[config.mk]
export PLATFORM = sky130hd
export DESIGN_NAME = dmem_arbiter_flat
export DESIGN_NICKNAME = d
export VERILOG_FILES = /design/src/rtl/dmem_arbiter_if.sv /design/src/rtl/dmem_arbiter.sv /design/src/flat_wrapper.sv
export SDC_FILE = /design/constraint.sdc
export NUM_CORES = 1
export LEC_CHECK = 0
export ABC_AREA = 1
export CAP_MARGIN = 5
export CORE_ASPECT_RATIO = 1.4
export CORE_MARGIN = 10
export CORE_UTILIZATION = 34
export CTS_BUF_LIST = sky130_fd_sc_hd__clkbuf_8
export DETAILED_ROUTE_END_ITERATION = 6
export GPL_ROUTABILITY_DRIVEN = 0
export PLACE_DENSITY = 0.92
export REMOVE_ABC_BUFFERS = 1
export SLEW_MARGIN = 10
export SYNTH_ARGS = -nofsm -noshare
export SYNTH_HDL_FRONTEND = slang
export SYNTH_SLANG_ARGS = --single-unit
[constraint.sdc]
create_clock -name clk_in -period 3.32 [get_ports clk_in]
set_clock_uncertainty 0.1 [all_clocks]
set_input_delay 0.332 -clock clk_in [delete_from_list [all_inputs] [get_ports clk_in]]
set_output_delay 0.332 -clock clk_in [all_outputs]
set_load 0.01 [all_outputs]
[src/rtl/dmem_arbiter_if.sv]
// Bus bundle between the CPU data port, the DMA/loader port and the data SRAM.
// The arbiter takes the slave side; the top level (or a bench) drives the master side.
interface dmem_arbiter_if #(
  parameter int ADDR_W = 11,
  parameter int DATA_W = 32
);
  logic              cpu_cs;
  logic              cpu_r;
  logic              cpu_w;
  logic [31:0]       cpu_addr;
  logic [DATA_W-1:0] cpu_wdata;
  logic [DATA_W-1:0] cpu_rdata;
  logic              cpu_stall;

  logic              dma_req;
  logic              dma_we;
  logic [ADDR_W-1:0] dma_addr;
  logic [DATA_W-1:0] dma_wdata;
  logic              dma_gnt;
  logic [DATA_W-1:0] dma_rdata;
  logic              dma_rvalid;

  logic [ADDR_W-1:0] ram_a;
  logic [DATA_W-1:0] ram_d;
  logic              ram_we;
  logic [DATA_W-1:0] ram_q;

  modport slave (
    input  cpu_cs, cpu_r, cpu_w, cpu_addr, cpu_wdata,
    output cpu_rdata, cpu_stall,
    input  dma_req, dma_we, dma_addr, dma_wdata,
    output dma_gnt, dma_rdata, dma_rvalid,
    output ram_a, ram_d, ram_we,
    input  ram_q
  );

  modport master (
    output cpu_cs, cpu_r, cpu_w, cpu_addr, cpu_wdata,
    input  cpu_rdata, cpu_stall,
    output dma_req, dma_we, dma_addr, dma_wdata,
    input  dma_gnt, dma_rdata, dma_rvalid,
    input  ram_a, ram_d, ram_we,
    output ram_q
  );
endinterface

[src/rtl/dmem_arbiter.sv]
// Shares the single data SRAM between the CPU data port (priority) and the DMA port,
// with a starvation counter that guarantees the DMA a slot after CPU_MAX CPU grants.
module dmem_arbiter #(
  parameter int ADDR_W  = 11,
  parameter int DATA_W  = 32,
  parameter int CPU_MAX = 4
) (
  input  logic             clk_in,
  input  logic             reset,
  dmem_arbiter_if.slave    bus
);
  localparam logic [3:0] CNT_MAX = 4'(CPU_MAX);

  logic [3:0]        starve_cnt;
  logic              cpu_req;
  logic              cpu_gnt;
  logic              dma_gnt;
  logic              starved;
  logic [ADDR_W-1:0] ram_a;
  logic [DATA_W-1:0] ram_d;
  logic              ram_we;
  logic [DATA_W-1:0] dma_rdata;
  logic              dma_rvalid;
  logic              unused_addr_bits;

  assign unused_addr_bits = &{1'b0, bus.cpu_addr[31:ADDR_W+2], bus.cpu_addr[1:0]};

  assign cpu_req = bus.cpu_cs & (bus.cpu_r | bus.cpu_w);
  assign starved = (starve_cnt == CNT_MAX);
  assign dma_gnt = bus.dma_req & (~cpu_req | starved);
  assign cpu_gnt = cpu_req & ~dma_gnt;

  assign bus.dma_gnt    = dma_gnt;
  assign bus.cpu_stall  = cpu_req & ~cpu_gnt;
  assign bus.cpu_rdata  = bus.ram_q;
  assign bus.ram_a      = ram_a;
  assign bus.ram_d      = ram_d;
  assign bus.ram_we     = ram_we;
  assign bus.dma_rdata  = dma_rdata;
  assign bus.dma_rvalid = dma_rvalid;

  // A CPU access with both strobes high writes, since cpu_w alone selects the write enable.
  always_comb begin
    ram_a  = '0;
    ram_d  = '0;
    ram_we = 1'b0;
    if (dma_gnt) begin
      ram_a  = bus.dma_addr;
      ram_d  = bus.dma_wdata;
      ram_we = bus.dma_we;
    end else if (cpu_gnt) begin
      ram_a  = bus.cpu_addr[ADDR_W+1:2];
      ram_d  = bus.cpu_wdata;
      ram_we = bus.cpu_w;
    end
  end

  always_ff @(posedge clk_in) begin
    if (!reset) begin
      starve_cnt <= '0;
      dma_rvalid <= 1'b0;
      dma_rdata  <= '0;
    end else begin
      dma_rvalid <= dma_gnt & ~bus.dma_we;
      if (dma_gnt & ~bus.dma_we) begin
        dma_rdata <= bus.ram_q;
      end
      if (dma_gnt) begin
        starve_cnt <= '0;
      end else if (cpu_gnt & bus.dma_req) begin
        starve_cnt <= starved ? CNT_MAX : starve_cnt + 4'd1;
      end else begin
        starve_cnt <= '0;
      end
    end
  end
endmodule

[src/flat_wrapper.sv]
// flat-port wrapper written by rule: the top's interface ports become plain ports
module dmem_arbiter_flat 
#(
  parameter int ADDR_W  = 11,
  parameter int DATA_W  = 32,
  parameter int CPU_MAX = 4
)
  (clk_in, reset, bus_cpu_cs, bus_cpu_r, bus_cpu_w, bus_cpu_addr, bus_cpu_wdata, bus_cpu_rdata, bus_cpu_stall, bus_dma_req, bus_dma_we, bus_dma_addr, bus_dma_wdata, bus_dma_gnt, bus_dma_rdata, bus_dma_rvalid, bus_ram_a, bus_ram_d, bus_ram_we, bus_ram_q);
  dmem_arbiter_if #(.ADDR_W(ADDR_W), .DATA_W(DATA_W)) bus_i ();
  input  logic clk_in;
  input  logic reset;
  input wire logic [$bits(bus_i.cpu_cs)-1:0] bus_cpu_cs;
  input wire logic [$bits(bus_i.cpu_r)-1:0] bus_cpu_r;
  input wire logic [$bits(bus_i.cpu_w)-1:0] bus_cpu_w;
  input wire logic [$bits(bus_i.cpu_addr)-1:0] bus_cpu_addr;
  input wire logic [$bits(bus_i.cpu_wdata)-1:0] bus_cpu_wdata;
  output wire logic [$bits(bus_i.cpu_rdata)-1:0] bus_cpu_rdata;
  output wire logic [$bits(bus_i.cpu_stall)-1:0] bus_cpu_stall;
  input wire logic [$bits(bus_i.dma_req)-1:0] bus_dma_req;
  input wire logic [$bits(bus_i.dma_we)-1:0] bus_dma_we;
  input wire logic [$bits(bus_i.dma_addr)-1:0] bus_dma_addr;
  input wire logic [$bits(bus_i.dma_wdata)-1:0] bus_dma_wdata;
  output wire logic [$bits(bus_i.dma_gnt)-1:0] bus_dma_gnt;
  output wire logic [$bits(bus_i.dma_rdata)-1:0] bus_dma_rdata;
  output wire logic [$bits(bus_i.dma_rvalid)-1:0] bus_dma_rvalid;
  output wire logic [$bits(bus_i.ram_a)-1:0] bus_ram_a;
  output wire logic [$bits(bus_i.ram_d)-1:0] bus_ram_d;
  output wire logic [$bits(bus_i.ram_we)-1:0] bus_ram_we;
  input wire logic [$bits(bus_i.ram_q)-1:0] bus_ram_q;
  assign bus_i.cpu_cs = bus_cpu_cs;
  assign bus_i.cpu_r = bus_cpu_r;
  assign bus_i.cpu_w = bus_cpu_w;
  assign bus_i.cpu_addr = bus_cpu_addr;
  assign bus_i.cpu_wdata = bus_cpu_wdata;
  assign bus_cpu_rdata = bus_i.cpu_rdata;
  assign bus_cpu_stall = bus_i.cpu_stall;
  assign bus_i.dma_req = bus_dma_req;
  assign bus_i.dma_we = bus_dma_we;
  assign bus_i.dma_addr = bus_dma_addr;
  assign bus_i.dma_wdata = bus_dma_wdata;
  assign bus_dma_gnt = bus_i.dma_gnt;
  assign bus_dma_rdata = bus_i.dma_rdata;
  assign bus_dma_rvalid = bus_i.dma_rvalid;
  assign bus_ram_a = bus_i.ram_a;
  assign bus_ram_d = bus_i.ram_d;
  assign bus_ram_we = bus_i.ram_we;
  assign bus_i.ram_q = bus_ram_q;
  dmem_arbiter #(.ADDR_W(ADDR_W), .DATA_W(DATA_W), .CPU_MAX(CPU_MAX)) u_core (.clk_in(clk_in), .reset(reset), .bus(bus_i));
endmodule
==> results of run 1 <==
==> layer usage <==
layer	track usage	wire (um)	up-vias
li1	-	-	1776
met1	0.232	5060	1554
met2	0.325	5920	210
met3	0.122	2200	10
met4	0.0435	132	0
met5	0	0	-
==> metrics by stage <==
stage / utilization / hold WS [ps]
after floorplan: - / 330
after global placement: 0.627 / 339
after detailed placement: 0.627 / 361
after CTS: 0.642 / 379
after global routing: 0.642 / 415
final: 0.642 / 375
==> how the worst max path moves through the flow <==
stage | startpoint | cells past startpoint | slack (ps) | endpoint
2_1_floorplan | bus_cpu_cs | 7 | 350 | bus_ram_a[0]
3_3_place_gp | bus_cpu_w | 9 | 510 | bus_ram_a[5]
3_5_place_dp | bus_cpu_w | 9 | 500 | bus_ram_a[5]
4_1_cts | bus_cpu_w | 9 | 490 | bus_ram_a[5]
5_1_grt | bus_cpu_w | 9 | 410 | bus_ram_d[13]
6_report | bus_cpu_w | 9 | 510 | bus_ram_d[13]
==> power by group through the flow <==
stage | clock (W) | combinational (W) | sequential, W
2_1_floorplan | 0 | 0.000172 | 0.000503
3_3_place_gp | 0 | 0.000603 | 0.000490
3_5_place_dp | 0 | 0.000611 | 0.000492
4_1_cts | 0.000418 | 0.000615 | 0.000482
5_1_grt | 0.000437 | 0.000660 | 0.000484
6_report | 0.000410 | 0.000609 | 0.000481
==> synthesized netlist by cell type <==
cell type,n,area [um2]
sky130_fd_sc_hd__inv_1,103,387
sky130_fd_sc_hd__nand2_1,151,567
sky130_fd_sc_hd__clkbuf_1,6,22.5
sky130_fd_sc_hd__nand3_2,1,10.0
sky130_fd_sc_hd__dfxtp_1,37,741
sky130_fd_sc_hd__buf_1,4,15.0
sky130_fd_sc_hd__nor2_2,1,6.26
sky130_fd_sc_hd__o21ai_0,1,5.00
sky130_fd_sc_hd__nor2_1,38,143
sky130_fd_sc_hd__nand4_1,33,206
sky130_fd_sc_hd__nand3_4,1,17.5
sky130_fd_sc_hd__buf_2,16,80.1
sky130_fd_sc_hd__nand3_1,45,225
sky130_fd_sc_hd__xnor2_1,1,8.76
sky130_fd_sc_hd__xor2_1,1,8.76
sky130_fd_sc_hd__clkinv_1,1,3.75
sky130_fd_sc_hd__inv_4,1,6.26
sky130_fd_sc_hd__nand2_4,2,22.5
sky130_fd_sc_hd__ha_1,2,25.0
sky130_fd_sc_hd__buf_4,36,270
==> layout make-up <==
cell class	count	area [um2]
repair buffers	242	2400
well taps	100	125
clock inverters	2	37.5
clock buffers	6	82.6
multi-input cells	277	1250
inverters	105	397
fillers	656	2810
flip-flops and latches	37	741
==> flip-flops by register name (all words and copies together), names as in the netlist <==
signal / cells
u_core.bus.dma_rvalid: 1
u_core.starve_cnt: 4
u_core.bus.dma_rdata: 32
==> logic make-up (layout without fill, tap and decap cells) <==
kind of cell,Yosys count,count (layout),share of synthesized area
and+or+nand+nor,272,272,0.432
buffers and inverters,167,355,0.283
DFF,37,37,0.267
xor gates and xnor gates,2,2,0.00632
AOI/OAI and AO/OA,1,1,0.00180
adders and majority gates,2,2,0.00903
==> worst max-delay path, delay by kind of cell <==
family                 cells  cell delay, ps
buffers and inverters      3            1440
AND/OR/NAND/NOR            6             590
==> layout by cell type (no fill, tap or decap), types with 2 or more instances in the layout <==
| cell | n |
|---|---|
| sky130_fd_sc_hd__clkdlybuf4s50_1 | 235 |
| sky130_fd_sc_hd__nand2_1 | 151 |
| sky130_fd_sc_hd__inv_1 | 103 |
| sky130_fd_sc_hd__nand3_1 | 45 |
| sky130_fd_sc_hd__nor2_1 | 38 |
| sky130_fd_sc_hd__dfxtp_1 | 37 |
| sky130_fd_sc_hd__nand4_1 | 33 |
| sky130_fd_sc_hd__buf_4 | 7 |
| sky130_fd_sc_hd__clkbuf_8 | 6 |
| sky130_fd_sc_hd__nand2_4 | 2 |
| sky130_fd_sc_hd__ha_1 | 2 |
==> run_summary.xml, run 1 <==
<?xml version="1.0" encoding="UTF-8"?>
<metrics>
  <group name="layout">
    <metric name="antenna_cells_inserted" unit="">0</metric>
    <metric name="area.growth.synth_to_final" unit="%">81.8</metric>
    <metric name="final_net_count" unit="">816</metric>
    <metric name="finalInstanceArea" unit="um2">5040</metric>
    <metric name="drive_gt1_frac" unit="">0.0314</metric>
    <metric name="finalNonFillerCells" unit="">769</metric>
  </group>
  <group name="detailed_routing">
    <metric name="post-route-drc-count" unit="">0</metric>
    <metric name="avgViaCountPerCell" unit="">4.62</metric>
    <metric name="num_vias" unit="">3550</metric>
    <metric name="total_detailed_routing_wirelength" unit="um">13300</metric>
    <metric name="antenna_violating_nets_post_route" unit="">0</metric>
    <metric name="drt-initial-drc-count" unit="">154</metric>
    <metric name="dr.pass1.iters" unit="">4</metric>
    <metric name="wire_per_inst" unit="um">17.3</metric>
  </group>
  <group name="power_and_ir_drop">
    <metric name="worst_ir_drop_vdd" unit="mV">0.295</metric>
    <metric name="power.sequential.fraction" unit="">0.321</metric>
    <metric name="switching_power" unit="W">0.000449</metric>
    <metric name="power.combinational.fraction" unit="">0.406</metric>
    <metric name="power.clock.fraction" unit="">0.273</metric>
    <metric name="power.leakage" unit="nW">2.42</metric>
    <metric name="switching_share" unit="">0.300</metric>
    <metric name="internal_power_of_the_cells" unit="W">0.00105</metric>
    <metric name="power_density" unit="nW/um2">298</metric>
    <metric name="power" unit="W">0.00150</metric>
  </group>
  <group name="clocking">
    <metric name="postCtsSetupBuffers" unit="">0</metric>
    <metric name="numCtsBuffers" unit="">5</metric>
    <metric name="cts_resized" unit="">0</metric>
    <metric name="clk_path_buf_depth" unit="">2</metric>
    <metric name="cts_num_sinks" unit="">37</metric>
    <metric name="clk-insertion-delay-late" unit="ps">290</metric>
    <metric name="h-tree-depth" unit="">2</metric>
    <metric name="cts-root-buf" unit="">sky130_fd_sc_hd__clkbuf_8</metric>
    <metric name="cts.clk_slew.worst_paths" unit="ps">80</metric>
    <metric name="cts_tree" unit="">done</metric>
    <metric name="ctsHoldBuffers" unit="">0</metric>
  </group>
  <group name="critical_path">
    <metric name="setup.worst_path.end_class" unit="">output pin</metric>
    <metric name="crit_arrival" unit="ps">2380</metric>
    <metric name="reg2reg_to" unit="">u_core.bus.dma_rdata[14]</metric>
    <metric name="path_class" unit="">input pin to output pin</metric>
    <metric name="r2r_start" unit="">u_core.starve_cnt[0]</metric>
    <metric name="crit_path_max_fo" unit="">45</metric>
    <metric name="cpMaxStageDelayCell" unit="">sky130_fd_sc_hd__clkdlybuf4s50_1</metric>
    <metric name="cp_data_required_time" unit="ps">2890</metric>
    <metric name="crit_path_cell_trace" unit="">clkdlybuf4s50_1, nor2_1, nor2_4, nand2_4, nand2_4, inv_4, nand2_1, nand2_1, clkdlybuf4s50_1</metric>
    <metric name="r2r_depth" unit="">9</metric>
    <metric name="worstSetupStartpointType" unit="">input pin</metric>
    <metric name="timing.reg2reg.setup_slack" unit="ps">1300</metric>
    <metric name="cpPeakStageDelay" unit="ps">660</metric>
  </group>
  <group name="sta">
    <metric name="max_slew.worst_pin.slew" unit="ps">599</metric>
    <metric name="max_clock_freq" unit="MHz">356</metric>
    <metric name="setup_viol" unit="">0</metric>
    <metric name="finalWorstSetupSlack" unit="ps">509</metric>
    <metric name="final_hold_violating_endpoints" unit="">0</metric>
    <metric name="slew-limit-headroom" unit="">0.599</metric>
    <metric name="totalNegativeSetupSlack" unit="ps">0</metric>
    <metric name="maxSlewViolCount" unit="">0</metric>
    <metric name="rsz0062_at_grt" unit="">no</metric>
    <metric name="min_period" unit="ps">2810</metric>
    <metric name="layout_worst_path_cycle_share" unit="">0.847</metric>
  </group>
  <group name="placement">
    <metric name="portBuffers" unit="">235</metric>
    <metric name="place_inst" unit="">761</metric>
    <metric name="place_area" unit="um2">4920</metric>
    <metric name="preCtsSetupSlack" unit="ps">501</metric>
    <metric name="hpwl" unit="um">11000</metric>
  </group>
  <group name="global_route">
    <metric name="first_global_vias" unit="">3548</metric>
    <metric name="grt_max_degree" unit="">47</metric>
    <metric name="grt_antenna_before_repair" unit="">0</metric>
    <metric name="grt-ovfl-total" unit="">0</metric>
    <metric name="grt_use_total" unit="">0.206</metric>
    <metric name="grt_pass1_wl" unit="um">19500</metric>
  </group>
  <group name="floorplan">
    <metric name="core-area" unit="um2">7850</metric>
    <metric name="rows" unit="">38</metric>
    <metric name="start_util" unit="">0.353</metric>
    <metric name="floorplan.die.width" unit="um">96.3</metric>
    <metric name="die-height" unit="um">127</metric>
    <metric name="io_pins" unit="">257</metric>
    <metric name="die_area" unit="um2">12200</metric>
  </group>
  <group name="yosys">
    <metric name="synthesis.yosys.warnings" unit="">0</metric>
    <metric name="synth-seq-cells" unit="">37</metric>
    <metric name="synth_cells" unit="">481</metric>
    <metric name="synth.avg_cell_area" unit="um2">5.76</metric>
    <metric name="synth.cell_area" unit="um2">2770</metric>
    <metric name="yosysSeqAreaShare" unit="">0.267</metric>
    <metric name="post_synth_num_cell_types" unit="">20</metric>
  </group>
  <group name="status">
    <metric name="outcome" unit="">completed</metric>
  </group>
  <group name="min_path">
    <metric name="worstHoldEndpoint" unit="">u_core.starve_cnt[0]</metric>
    <metric name="min_path_cells" unit="">1</metric>
    <metric name="timing.hold.worst.start" unit="">u_core.starve_cnt[0]</metric>
    <metric name="path_category_of_the_worst_min_delay_check" unit="">register to register</metric>
  </group>
  <group name="flow_run">
    <metric name="drv.max_cap_violation_count" unit="">0</metric>
  </group>
</metrics>
(Power assumes the default switching activity.)
==> run 2, diff against run 1 <==
--- a/config.mk
+++ b/config.mk
@@ -9,11 +9,11 @@
 export CAP_MARGIN = 5
 export CORE_ASPECT_RATIO = 1.4
 export CORE_MARGIN = 10
-export CORE_UTILIZATION = 34
+export CORE_UTILIZATION = 32
 export CTS_BUF_LIST = sky130_fd_sc_hd__clkbuf_8
 export DETAILED_ROUTE_END_ITERATION = 6
 export GPL_ROUTABILITY_DRIVEN = 0
-export PLACE_DENSITY = 0.92
+export PLACE_DENSITY = 0.88
 export REMOVE_ABC_BUFFERS = 1
 export SLEW_MARGIN = 10
 export SYNTH_ARGS = -nofsm -noshare
==> constraint.sdc (replaced) <==
create_clock -name clk_in -period 2.6 [get_ports clk_in]
set_clock_uncertainty 0.1 [all_clocks]
set_input_delay 0.26 -clock clk_in [delete_from_list [all_inputs] [get_ports clk_in]]
set_output_delay 0.26 -clock clk_in [all_outputs]
set_load 0.01 [all_outputs]
==> run 2 against run 1 <==
Combinational power rose by 28%. Critical path type is now register to output pin. First-iteration DRC count rose by 19%. Sequential share of layout area fell by 0.34 points.
==> run_summary.xml, run 2 (synthesized netlist as in run 1, its figures left out) <==
<?xml version="1.0" encoding="UTF-8"?>
<metrics>
  <group name="detailed_routing">
    <metric name="drt-initial-drc-count" unit="">183</metric>
    <metric name="dr.pass1.iters" unit="">5</metric>
    <metric name="post-route-drc-count" unit="">0</metric>
    <metric name="total_detailed_routing_wirelength" unit="um">13000</metric>
    <metric name="antenna_violating_nets_post_route" unit="">0</metric>
    <metric name="wire_per_inst" unit="um">16.7</metric>
    <metric name="avgViaCountPerCell" unit="">4.59</metric>
    <metric name="num_vias" unit="">3579</metric>
  </group>
  <group name="sta">
    <metric name="layout_worst_path_cycle_share" unit="">0.960</metric>
    <metric name="worst_hold_margin" unit="ps">367</metric>
    <metric name="max_clock_freq" unit="MHz">401</metric>
    <metric name="maxSlewViolCount" unit="">0</metric>
    <metric name="final_hold_violating_endpoints" unit="">0</metric>
    <metric name="rsz0062_at_grt" unit="">yes</metric>
    <metric name="finalWorstSetupSlack" unit="ps">103</metric>
    <metric name="slew-limit-headroom" unit="">0.647</metric>
    <metric name="min_period" unit="ps">2500</metric>
    <metric name="setup_viol" unit="">0</metric>
    <metric name="max_slew.worst_pin.slew" unit="ps">528</metric>
  </group>
  <group name="placement">
    <metric name="portBuffers" unit="">235</metric>
    <metric name="hpwl" unit="um">10500</metric>
    <metric name="place_inst" unit="">771</metric>
    <metric name="preCtsSetupSlack" unit="ps">55.4</metric>
  </group>
  <group name="layout">
    <metric name="utilization" unit="">0.606</metric>
    <metric name="area.growth.synth_to_final" unit="%">86.1</metric>
    <metric name="final_net_count" unit="">822</metric>
    <metric name="biggestRegsByFlops" unit="">u_core.bus.dma_rdata (32), u_core.starve_cnt (4), u_core.bus.dma_rvalid (1)</metric>
    <metric name="largest_register_ffs" unit="">32</metric>
    <metric name="antenna_cells_inserted" unit="">0</metric>
    <metric name="final_cell_mix" unit="">212 x sky130_fd_sc_hd__clkdlybuf4s50_1, 151 x sky130_fd_sc_hd__nand2_1, 104 x sky130_fd_sc_hd__inv_1</metric>
    <metric name="drive_gt1_frac" unit="">0.0371</metric>
    <metric name="top_register" unit="">u_core.bus.dma_rdata</metric>
    <metric name="fillers" unit="">748</metric>
    <metric name="mostFrequentLayoutCell" unit="">sky130_fd_sc_hd__clkdlybuf4s50_1</metric>
    <metric name="finalNonFillerCells" unit="">779</metric>
  </group>
  <group name="clocking">
    <metric name="h-tree-depth" unit="">2</metric>
    <metric name="clk_path_buf_depth" unit="">2</metric>
    <metric name="cts_num_sinks" unit="">37</metric>
    <metric name="postCtsSetupBuffers" unit="">0</metric>
    <metric name="clk-insertion-delay-late" unit="ps">280</metric>
    <metric name="cts.clk_slew.worst_paths" unit="ps">70</metric>
    <metric name="ctsHoldBuffers" unit="">0</metric>
    <metric name="cts-root-buf" unit="">sky130_fd_sc_hd__clkbuf_8</metric>
    <metric name="numCtsBuffers" unit="">5</metric>
    <metric name="cts_tree" unit="">done</metric>
  </group>
  <group name="floorplan">
    <metric name="io_pins" unit="">257</metric>
    <metric name="die-height" unit="um">130</metric>
    <metric name="rows" unit="">40</metric>
    <metric name="floorplan.die.width" unit="um">98.6</metric>
    <metric name="die_area" unit="um2">12800</metric>
    <metric name="start_util" unit="">0.326</metric>
    <metric name="core-area" unit="um2">8510</metric>
  </group>
  <group name="global_route">
    <metric name="grt_use_total" unit="">0.186</metric>
    <metric name="grt_antenna_before_repair" unit="">0</metric>
    <metric name="grt_pass1_wl" unit="um">19500</metric>
    <metric name="grt-ovfl-total" unit="">0</metric>
    <metric name="first_global_vias" unit="">3597</metric>
    <metric name="grt_max_degree" unit="">35</metric>
  </group>
  <group name="power_and_ir_drop">
    <metric name="switching_share" unit="">0.316</metric>
    <metric name="power" unit="W">0.00178</metric>
    <metric name="switching_power" unit="W">0.000564</metric>
    <metric name="power.sequential.fraction" unit="">0.345</metric>
    <metric name="power.combinational.fraction" unit="">0.438</metric>
    <metric name="power.clock.fraction" unit="">0.217</metric>
    <metric name="worst_ir_drop_vdd" unit="mV">0.294</metric>
    <metric name="internal_power_of_the_cells" unit="W">0.00122</metric>
    <metric name="power.leakage" unit="nW">2.75</metric>
    <metric name="power_density" unit="nW/um2">346</metric>
  </group>
  <group name="status">
    <metric name="outcome" unit="">completed</metric>
  </group>
  <group name="critical_path">
    <metric name="path_class" unit="">register to output pin</metric>
    <metric name="reg2reg_to" unit="">u_core.bus.dma_rdata[31]</metric>
    <metric name="timing.reg2reg.setup_slack" unit="ps">560</metric>
    <metric name="setup.worst_path.end_class" unit="">output pin</metric>
    <metric name="cp_data_required_time" unit="ps">2240</metric>
    <metric name="r2r_start" unit="">u_core.starve_cnt[0]</metric>
    <metric name="crit_path_max_fo" unit="">11</metric>
    <metric name="r2r_depth" unit="">9</metric>
    <metric name="worstSetupStartpointType" unit="">register</metric>
    <metric name="crit_arrival" unit="ps">2140</metric>
  </group>
  <group name="min_path">
    <metric name="worstHoldEndpoint" unit="">u_core.starve_cnt[0]</metric>
    <metric name="min_path_cells" unit="">1</metric>
    <metric name="path_category_of_the_worst_min_delay_check" unit="">register to register</metric>
    <metric name="timing.hold.worst.start" unit="">u_core.starve_cnt[0]</metric>
  </group>
  <group name="flow_run">
    <metric name="drv.max_cap_violation_count" unit="">0</metric>
  </group>
</metrics>
-- run 2: cell count changes in the layout (fill, tap and decap cells not counted), sizes merged --
| cell | previous run | this run |
|---|---|---|
| dlymetal6s2s | 0 | 21 |
| bufinv | 1 | 0 |
| clkinv | 1 | 2 |
| inv | 104 | 105 |
| clkinvlp | 1 | 0 |
| buf | 7 | 12 |
| dlygate4sd2 | 0 | 2 |
| clkdlybuf4s50 | 235 | 212 |
-- run 2: timing repair --
action / 4_1_cts / 5_1_grt
resized for setup: 3 / 25
pin swaps: 0 / 0
endpoints found under the hold margin: 0 / 0
setup endpoints to repair: 16 / 40
cloned: 0 / 1
-- run 2: through the flow --
step / instance area, um2 / TNS [ps]
2_1_floorplan: 2380 / -10140
3_3_place_gp: 4970 / 0
4_1_cts: 5060 / 0
5_1_grt: 5150 / -20.8
6_report: 5150 / 0
3_5_place_dp: 4970 / 0
-- run 2: power by group through the flow --
stage               Clock, W  Combinational, W  Sequential, W
floorplan                  0          0.000220       0.000642
global placement           0          0.000772       0.000626
detailed placement         0          0.000783       0.000628
CTS                 0.000403          0.000787       0.000615
global route        0.000420          0.000853       0.000619
finish              0.000387          0.000782       0.000615
-- run 2: cell type report --
type | count | area [um2] | share of cell area
Timing Repair Buffer | 248 | 2550 | 0.494
Clock inverter | 2 | 12.5 | 0.00243
Tap cell | 105 | 131 | 0.0255
Sequential cell | 37 | 741 | 0.144
Multi-Input combinational cell | 277 | 1260 | 0.244
Inverter | 105 | 397 | 0.0769
Clock buffer | 5 | 68.8 | 0.0133
-- run 2: how the worst max path moves through the flow --
stage / end / from / depth (start not counted) / slack [ps]
after floorplan: bus_ram_a[0] / bus_cpu_cs / 7 / -230
after global placement: bus_ram_d[28] / bus_cpu_w / 9 / 80
after detailed placement: bus_ram_d[15] / bus_cpu_w / 9 / 60
after CTS: bus_ram_d[15] / u_core.starve_cnt[0] / 9 / 2
after global routing: bus_ram_a[5] / u_core.starve_cnt[0] / 9 / -20
final: bus_ram_d[25] / u_core.starve_cnt[0] / 10 / 100
-- run 2: routing by layer --
metal	vias up	global-route usage	share of wire
li1	1784	-	-
met1	1585	0.197	0.38
met2	202	0.317	0.48
met3	8	0.103	0.13
met4	0	0.0465	0.011
met5	-	0	0
-- run 2: critical path, stage by stage (launching register included) --
cell                              delay, ps
sky130_fd_sc_hd__dfxtp_1                340
sky130_fd_sc_hd__inv_1                   80
sky130_fd_sc_hd__ha_1                   160
sky130_fd_sc_hd__nand3_2                110
sky130_fd_sc_hd__nand2_4                120
sky130_fd_sc_hd__nand2_8                 90
sky130_fd_sc_hd__inv_4                  100
sky130_fd_sc_hd__buf_4                  180
sky130_fd_sc_hd__nand2_1                 60
sky130_fd_sc_hd__nand2_1                 70
sky130_fd_sc_hd__clkdlybuf4s50_1        540
==> run 3, diff against run 2 <==
--- a/config.mk
+++ b/config.mk
@@ -9,11 +9,12 @@
 export CAP_MARGIN = 5
 export CORE_ASPECT_RATIO = 1.4
 export CORE_MARGIN = 10
-export CORE_UTILIZATION = 32
+export CORE_UTILIZATION = 34
 export CTS_BUF_LIST = sky130_fd_sc_hd__clkbuf_8
 export DETAILED_ROUTE_END_ITERATION = 6
 export GPL_ROUTABILITY_DRIVEN = 0
-export PLACE_DENSITY = 0.88
+export PLACE_DENSITY = 0.92
+export RECOVER_POWER = 100
 export REMOVE_ABC_BUFFERS = 1
 export SLEW_MARGIN = 10
 export SYNTH_ARGS = -nofsm -noshare
==> constraint.sdc (replaced) <==
create_clock -name clk_in -period 3.2 [get_ports clk_in]
set_clock_uncertainty 0.1 [all_clocks]
set_input_delay 0.64 -clock clk_in [delete_from_list [all_inputs] [get_ports clk_in]]
set_output_delay 0.64 -clock clk_in [all_outputs]
set_load 0.01 [all_outputs]
==> run 3 against run 2 <==
Clock-buffer cell count is the same. Final cell count shrank 0.26%. Highest routed layer unchanged. First-iteration DRC count shrank 16%.
==> run_summary.xml, run 3 (synthesized netlist as in run 1, its figures left out) <==
<?xml version="1.0" encoding="UTF-8"?>
<metrics>
  <group name="status">
    <metric name="outcome" unit="">completed</metric>
  </group>
  <group name="floorplan">
    <metric name="io_pins" unit="">257</metric>
    <metric name="start_util" unit="">0.353</metric>
    <metric name="core-area" unit="um2">7850</metric>
    <metric name="die_area" unit="um2">12200</metric>
    <metric name="rows" unit="">38</metric>
    <metric name="floorplan.die.width" unit="um">96.3</metric>
    <metric name="die-height" unit="um">127</metric>
  </group>
  <group name="sta">
    <metric name="slew-limit-headroom" unit="">0.719</metric>
    <metric name="layout_worst_path_cycle_share" unit="">0.980</metric>
    <metric name="finalWorstSetupSlack" unit="ps">64.3</metric>
    <metric name="totalNegativeSetupSlack" unit="ps">0</metric>
    <metric name="worst_hold_margin" unit="ps">384</metric>
    <metric name="maxSlewViolCount" unit="">0</metric>
    <metric name="max_slew.worst_pin.slew" unit="ps">421</metric>
    <metric name="max_clock_freq" unit="MHz">319</metric>
    <metric name="min_period" unit="ps">3140</metric>
    <metric name="setup_viol" unit="">0</metric>
    <metric name="final_hold_violating_endpoints" unit="">0</metric>
    <metric name="rsz0062_at_grt" unit="">no</metric>
  </group>
  <group name="power_and_ir_drop">
    <metric name="power.sequential.fraction" unit="">0.325</metric>
    <metric name="power.combinational.fraction" unit="">0.414</metric>
    <metric name="power_density" unit="nW/um2">296</metric>
    <metric name="switching_share" unit="">0.310</metric>
    <metric name="worst_ir_drop_vdd" unit="mV">0.291</metric>
    <metric name="power.leakage" unit="nW">2.80</metric>
    <metric name="internal_power_of_the_cells" unit="W">0.00106</metric>
    <metric name="power.clock.fraction" unit="">0.261</metric>
    <metric name="switching_power" unit="W">0.000476</metric>
  </group>
  <group name="layout">
    <metric name="area.growth.synth_to_final" unit="%">87.4</metric>
    <metric name="mostFrequentLayoutCell" unit="">sky130_fd_sc_hd__clkdlybuf4s50_1</metric>
    <metric name="fillers" unit="">633</metric>
    <metric name="top_register" unit="">u_core.bus.dma_rdata</metric>
    <metric name="drive_gt1_frac" unit="">0.0458</metric>
    <metric name="biggestRegsByFlops" unit="">u_core.bus.dma_rdata (32), u_core.starve_cnt (4), u_core.bus.dma_rvalid (1)</metric>
    <metric name="final_cell_mix" unit="">164 x sky130_fd_sc_hd__clkdlybuf4s50_1, 151 x sky130_fd_sc_hd__nand2_1, 104 x sky130_fd_sc_hd__inv_1</metric>
    <metric name="largest_register_ffs" unit="">32</metric>
    <metric name="final_net_count" unit="">824</metric>
    <metric name="antenna_cells_inserted" unit="">0</metric>
    <metric name="finalInstanceArea" unit="um2">5190</metric>
  </group>
  <group name="critical_path">
    <metric name="crit_arrival" unit="ps">2400</metric>
    <metric name="cp_data_required_time" unit="ps">2460</metric>
    <metric name="timing.reg2reg.setup_slack" unit="ps">1110</metric>
    <metric name="path_class" unit="">input pin to output pin</metric>
    <metric name="worstSetupStartpointType" unit="">input pin</metric>
    <metric name="setup.worst_path.end_class" unit="">output pin</metric>
    <metric name="crit_path_max_fo" unit="">12</metric>
  </group>
  <group name="clocking">
    <metric name="cts.clk_slew.worst_paths" unit="ps">80</metric>
    <metric name="ctsHoldBuffers" unit="">0</metric>
    <metric name="cts_tree" unit="">done</metric>
    <metric name="clk_path_buf_depth" unit="">2</metric>
    <metric name="h-tree-depth" unit="">2</metric>
    <metric name="cts_num_sinks" unit="">37</metric>
    <metric name="numCtsBuffers" unit="">5</metric>
    <metric name="clk-insertion-delay-late" unit="ps">290</metric>
    <metric name="cts-root-buf" unit="">sky130_fd_sc_hd__clkbuf_8</metric>
  </group>
  <group name="global_route">
    <metric name="grt_antenna_before_repair" unit="">0</metric>
    <metric name="grt_pass1_wl" unit="um">20000</metric>
    <metric name="grt_max_degree" unit="">47</metric>
    <metric name="grt-ovfl-total" unit="">0</metric>
    <metric name="grt_use_total" unit="">0.211</metric>
    <metric name="first_global_vias" unit="">3685</metric>
  </group>
  <group name="detailed_routing">
    <metric name="avgViaCountPerCell" unit="">4.75</metric>
    <metric name="antenna_violating_nets_post_route" unit="">0</metric>
    <metric name="dr.pass1.iters" unit="">5</metric>
    <metric name="drt-initial-drc-count" unit="">154</metric>
    <metric name="num_vias" unit="">3692</metric>
    <metric name="total_detailed_routing_wirelength" unit="um">14200</metric>
    <metric name="post-route-drc-count" unit="">0</metric>
    <metric name="wire_per_inst" unit="um">18.3</metric>
  </group>
  <group name="flow_run">
    <metric name="drv.max_cap_violation_count" unit="">0</metric>
  </group>
  <group name="placement">
    <metric name="preCtsSetupSlack" unit="ps">-85.6</metric>
    <metric name="hpwl" unit="um">11300</metric>
    <metric name="portBuffers" unit="">235</metric>
    <metric name="place_area" unit="um2">4990</metric>
  </group>
  <group name="min_path">
    <metric name="path_category_of_the_worst_min_delay_check" unit="">register to register</metric>
  </group>
</metrics>
run 3: stage by stage:
step,total power [W],std cells,util
floorplan,0.000700,419,-
global placement,0.00115,765,0.636
detailed placement,0.00116,765,0.636
CTS,0.00154,773,0.646
global route,0.00162,777,0.662
finish,0.00154,777,0.662
run 3: critical path, stage by stage:
cell and delay, ps:
sky130_fd_sc_hd__clkdlybuf4s50_1 510, sky130_fd_sc_hd__nor2_2 60, sky130_fd_sc_hd__nor2_4 150, sky130_fd_sc_hd__buf_4 180, sky130_fd_sc_hd__buf_12 150, sky130_fd_sc_hd__nand3_1 80, sky130_fd_sc_hd__nand2_1 60, sky130_fd_sc_hd__clkdlybuf4s50_1 540
run 3: final timing paths:
path,start,to,cells after the start
max,bus_cpu_w,bus_ram_d[0],8
min,u_core.starve_cnt[0],u_core.starve_cnt[0],1
max reg2reg,u_core.starve_cnt[0],u_core.bus.dma_rdata[2],9
min reg2reg,u_core.starve_cnt[0],u_core.starve_cnt[0],1
run 3: what timing repair did:
item,CTS,global route
gates cloned,0,3
pin swaps,0,2
gates resized for setup,28,12
setup buffers,0,1
setup endpoints to repair,35,15
run 3: layout make-up:
class	instances	area (um2)	area share
Sequential cell	37	741	0.143
Tap cell	100	125	0.0241
Multi-Input combinational cell	277	1260	0.243
Clock buffer	5	68.8	0.0133
Inverter	105	397	0.0764
Clock inverter	3	42.5	0.00820
Timing Repair Buffer	250	2550	0.492
run 3: routing by layer:
metal	track usage	vias up	share of wire
met3	0.145	27	0.17
met4	0.0505	0	0.017
met5	0	-	0
li1	-	1791	-
met2	0.338	218	0.46
met1	0.219	1656	0.36
run 3: power by group through the flow:
stage / Clock (W) / Sequential [W] / Combinational, W
global route: 0.000429 / 0.000502 / 0.000690
finish: 0.000401 / 0.000499 / 0.000636
CTS: 0.000411 / 0.000500 / 0.000633
detailed placement: 0 / 0.000511 / 0.000651
floorplan: 0 / 0.000522 / 0.000179
global placement: 0 / 0.000508 / 0.000641
